File: src/rtl/digit_argmax_reader.sv
// Argmax reader: consumes CLASS_COUNT signed activations per frame and reports the winning class index.
// Optional winner value / confidence margin outputs are enabled by defining ARGMAX_CONFIDENCE_EN.
module digit_argmax_reader #(
  parameter int unsigned CLASS_COUNT = 10,
  parameter int unsigned DATA_W      = 32,
  parameter int unsigned IDX_W       = (CLASS_COUNT > 1) ? $clog2(CLASS_COUNT) : 1
) (
  input  logic              clk,
  input  logic              rst,
  input  logic              in_valid,
  output logic              in_ready,
  input  logic [DATA_W-1:0] in_data,
  input  logic              in_last,
  output logic              out_valid,
  input  logic              out_ready,
  output logic [IDX_W-1:0]  out_class,
  output logic              frame_err
`ifdef ARGMAX_CONFIDENCE_EN
  ,
  output logic [DATA_W-1:0] out_max,
  output logic [DATA_W-1:0] out_margin
`endif
);

  localparam int unsigned LAST_K = CLASS_COUNT - 1;

  typedef enum logic {
    S_COLLECT = 1'b0,
    S_DONE    = 1'b1
  } state_e;

  state_e state_q, state_d;

  logic [IDX_W-1:0]  cnt_q, cnt_d;
  logic [DATA_W-1:0] max_q, max_d;
  logic [IDX_W-1:0]  class_q, class_d;
  logic              frame_err_q, frame_err_d;

  logic beat_acc_c;
  logic first_beat_c;
  logic last_beat_c;
  logic new_max_c;

  assign beat_acc_c   = in_valid & in_ready;
  assign first_beat_c = (cnt_q == '0);
  assign last_beat_c  = (cnt_q == IDX_W'(LAST_K));
  assign new_max_c    = $signed(in_data) > $signed(max_q);

  // State register
  always_ff @(posedge clk) begin
    if (rst) begin
      state_q <= S_COLLECT;
    end else begin
      state_q <= state_d;
    end
  end

  // Next-state logic
  always_comb begin
    state_d = state_q;
    case (state_q)
      S_COLLECT: if (beat_acc_c && last_beat_c) state_d = S_DONE;
      S_DONE:    if (out_ready) state_d = S_COLLECT;
      default:   state_d = S_COLLECT;
    endcase
  end

  // Handshake outputs; in_ready is gated by rst so nothing is taken during reset
  always_comb begin
    in_ready  = 1'b0;
    out_valid = 1'b0;
    case (state_q)
      S_COLLECT: in_ready  = ~rst;
      S_DONE:    out_valid = 1'b1;
      default: begin
        in_ready  = 1'b0;
        out_valid = 1'b0;
      end
    endcase
  end

  // Running argmax; strict compare keeps the lowest index on ties
  always_comb begin
    cnt_d       = cnt_q;
    max_d       = max_q;
    class_d     = class_q;
    frame_err_d = 1'b0;
    if (beat_acc_c) begin
      cnt_d       = last_beat_c ? '0 : cnt_q + IDX_W'(1);
      frame_err_d = in_last ^ last_beat_c;
      if (first_beat_c) begin
        max_d   = in_data;
        class_d = '0;
      end else if (new_max_c) begin
        max_d   = in_data;
        class_d = cnt_q;
      end
    end
  end

  always_ff @(posedge clk) begin
    if (rst) begin
      cnt_q       <= '0;
      max_q       <= '0;
      class_q     <= '0;
      frame_err_q <= 1'b0;
    end else begin
      cnt_q       <= cnt_d;
      max_q       <= max_d;
      class_q     <= class_d;
      frame_err_q <= frame_err_d;
    end
  end

  assign out_class = class_q;
  assign frame_err = frame_err_q;

`ifdef ARGMAX_CONFIDENCE_EN
  localparam logic [DATA_W-1:0] MOST_NEG = {1'b1, {(DATA_W-1){1'b0}}};

  logic [DATA_W-1:0] sec_q, sec_d;
  logic [DATA_W-1:0] margin_q, margin_d;
  logic [DATA_W:0]   diff_c;

  // Runner-up tracker; a demoted max becomes the new runner-up
  always_comb begin
    sec_d = sec_q;
    if (beat_acc_c) begin
      if (first_beat_c) begin
        sec_d = MOST_NEG;
      end else if (new_max_c) begin
        sec_d = max_q;
      end else if ($signed(in_data) > $signed(sec_q)) begin
        sec_d = in_data;
      end
    end
  end

  // Margin latched on DONE entry from the frame's final max/runner-up
  always_comb begin
    diff_c   = {max_d[DATA_W-1], max_d} - {sec_d[DATA_W-1], sec_d};
    margin_d = margin_q;
    if (beat_acc_c && last_beat_c) begin
      if (CLASS_COUNT == 1) begin
        margin_d = '0;
      end else if (diff_c[DATA_W]) begin
        margin_d = '1;
      end else begin
        margin_d = diff_c[DATA_W-1:0];
      end
    end
  end

  always_ff @(posedge clk) begin
    if (rst) begin
      sec_q    <= '0;
      margin_q <= '0;
    end else begin
      sec_q    <= sec_d;
      margin_q <= margin_d;
    end
  end

  assign out_max    = max_q;
  assign out_margin = margin_q;
`endif

endmodule

File: config.mk
export PLATFORM = sky130hd
export DESIGN_NAME = digit_argmax_reader
export DESIGN_NICKNAME = d
export VERILOG_FILES = /design/src/rtl/digit_argmax_reader.sv
export SDC_FILE = /design/constraint.sdc
export NUM_CORES = 1
export LEC_CHECK = 0
export ABC_AREA = 1
export CAP_MARGIN = 20
export CORE_ASPECT_RATIO = 2
export CORE_MARGIN = 4
export CORE_UTILIZATION = 39
export CTS_CLUSTER_SIZE = 8
export DETAILED_ROUTE_END_ITERATION = 16
export PLACE_DENSITY_LB_ADDON = 0.25
export SYNTH_ARGS = -nofsm -noshare
export SYNTH_HDL_FRONTEND = slang
export SYNTH_SLANG_ARGS = --single-unit
File: constraint.sdc
create_clock -name clk -period 4.4 [get_ports clk]
set_input_delay 0.88 -clock clk [delete_from_list [all_inputs] [get_ports clk]]
set_output_delay 0.88 -clock clk [all_outputs]
set_load 0.01 [all_outputs]
==> impl_metrics.csv <==
group,metric,value,unit
synthesis,ys_ff_latch,42,
sta,fin_crit_sh,73.4,%
sta,finalHoldViolations,0,
critical_path,cp-start-kind,"input port",
grt,antenna_found_initial,0,
placed_design,place_ws,0.848,ns
critical_path,cp_max_fo,72,
job,cap_violations,0,
grt,grt.total_usage,15.6,%
synthesis,syn_nets,481,
routing,wirelength,5.97,mm
routing,route.detailed.drc,0,
critical_path,critPathKind,"in2reg",
clocking,ctsHoldBuffers,0,
floorplanning,fp.dieH,127,µm
synthesis,synth_top_flop_cell,"dfxtp_1",
power,finalPower,1020,µW
clocking,tritoncts,"done",
status,status,"finished, final reports clean",
critical_path,critPathRequiredTime,4.58,ns
sta,fmax,0.310,GHz
routing,drt.antenna.violating_nets,0,
clocking,worst_skew_pair.late_latency,0.28,ns
cells_and_area,nets,514,
sta,worst_pin_slew,0.834,ns
grt,grt_pass1_vias,2443,
power,leakage,0.00157,µW
sta,rsz0062_at_grt,"no",
clocking,cts-root-buf,"clkbuf_16",
synthesis,ys_seq_area_share,30.6,%
sta,fin_skew,0.00316,ns
synthesis,syn_avg_cell_area,6.67,µm²
routing,first_pass_iters,4,
placed_design,gp_congestion,0.755,
synthesis,yosysWarningCount,0,
floorplanning,die_x,67.3,µm
synthesis,syn_area,0.00275,mm²
sta,setup_viol,0,
grt,grt_pass1_wl,10.5,mm
sta,period_needed,3.23,ns
floorplanning,num_rows,43,
clocking,clk_pin_slew,0.06,ns
sta,setup_ws,1.17,ns
routing,viasPerCell,4.83,
cells_and_area,fin_area,0.00332,mm²
floorplanning,coreArea,0.00689,mm²
routing,drtIter0Drc,143,
cells_and_area,fill_cells,758,
power,ir_drop,0.214,mV
placed_design,hpwlAfterDp,4.39,mm
clocking,cts_setup_buffers,0,
grt,grt_max_degree,73,
clocking,cts_made_buffers,5,
critical_path,arrival,3.41,ns
synthesis,synthArstFlopShare,0,%
synthesis,synth_enable_flop_cells,0,
cells_and_area,diodes,0,
grt,grt.overflow.total,0,
power,cellPowerDensity,306,mW/mm²
cells_and_area,final_util,48.2,%
clocking,h-tree-depth,2,
routing,num_vias,2582,
cells_and_area,mostFrequentLayoutCell,"inv_1",
critical_path,r2r_slack,1.87,ns
cells_and_area,mostFrequentLayoutCells,"inv_1, nand2_1, a21oi_1",
cells_and_area,syn_to_final_growth,21.0,%
synthesis,ys_types,23,
clocking,cts_resized,0,
clocking,numClockSinks,42,
sta,fin_tns_setup,0,ns
placed_design,dpl-instance-area,0.00319,mm²
floorplanning,fp.dieArea,0.00853,mm²
floorplanning,initial_core_util,39.9,%
floorplanning,boundaryPins,44,
routing,routedWlPerCell,11.2,µm
sta,drv_slew,0,
clocking,clk_path_buf_depth,2,
sta,max-slew-margin-rel,44.3,%
synthesis,synthCells,412,
hold_path,hold_class,"reg2reg",
placed_design,port_buffers,43,
critical_path,end_kind,"register",
cells_and_area,drive_above_1_share,2.70,%
[critical path, cell delays in order]
cell,delay [ns]
clkdlybuf4s50_1,0.44
ha_1,0.37
nand2_1,0.11
nor2_2,0.13
nand2_1,0.11
nor4_2,0.22
nand2_1,0.11
nand3_1,0.09
nand3_2,0.09
nand2_4,0.53
nand3_1,0.16
nand2_1,0.10
nor2_1,0.04
[synth_stat cells (2+ instances only)]
cell type | n | area share (%)
clkbuf_1 | 5 | 0.68
dfxtp_1 | 42 | 31
a21o_1 | 2 | 0.55
nand2_1 | 75 | 10
nand4_1 | 3 | 0.68
inv_1 | 80 | 11
a21oi_1 | 53 | 9.7
o21a_1 | 2 | 0.55
nor2_1 | 51 | 7.0
buf_6 | 7 | 2.9
o21ai_0 | 5 | 0.91
buf_1 | 4 | 0.55
nand3_1 | 40 | 7.3
buf_2 | 3 | 0.55
ha_1 | 32 | 15
[cell type report]
type | count | area (µm²) | area share (%)
multi-input combinational | 271 | 1480 | 44.5
sequential | 42 | 841 | 25.3
inverter | 80 | 300 | 9.04
tap | 90 | 113 | 3.39
clock buffer | 7 | 133 | 3.99
timing repair buffer | 45 | 458 | 13.8
[layer usage]
metal | wire (µm) | track usage, %
met5 | 0 | 0
met1 | 2350 | 17.6
met2 | 3250 | 27.7
met3 | 233 | 2.57
met4 | 136 | 6.46
[cell families (layout without fill, tap and decap cells)]
kind of cell	count (synthesis)	in the layout	synth area share (%)
AND/OR/NAND/NOR	174	174	26.8
buffers and inverters	99	132	15.6
AO/OA/AOI/OAI	64	64	12.1
flip-flops	42	42	30.6
adder cells (fa/ha/maj)	32	32	14.6
XOR/XNOR	1	1	0.319
[through the flow]
step           hold WS [ns]  std cells
2_1_floorplan         0.412        412
3_3_place_gp          0.424        528
3_5_place_dp          0.438        528
4_1_cts               0.446        535
5_1_grt               0.466        535
6_report              0.442        535
[report_power, final]
group | leakage, µW | internal (µW) | total, µW | switching, µW
Combinational | 0.00116 | 111 | 243 | 132
Clock | 0.0000640 | 208 | 349 | 142
Sequential | 0.000345 | 409 | 423 | 14.0
[sequential cells by signal, indices dropped and copies added, names as in the netlist]
signal,flops
max_q,32
cnt_q,4
out_class,4
frame_err,1
state_q,1
[worst paths after layout]
check | to | cells after the start | startpoint
setup / recovery | max_q[28] | 13 | in_data[31]
hold / removal | cnt_q[3] | 1 | cnt_q[3]
setup reg to reg | max_q[28] | 13 | max_q[31]
hold reg to reg | cnt_q[3] | 1 | cnt_q[3]
Power figures use the tool's default switching activity.
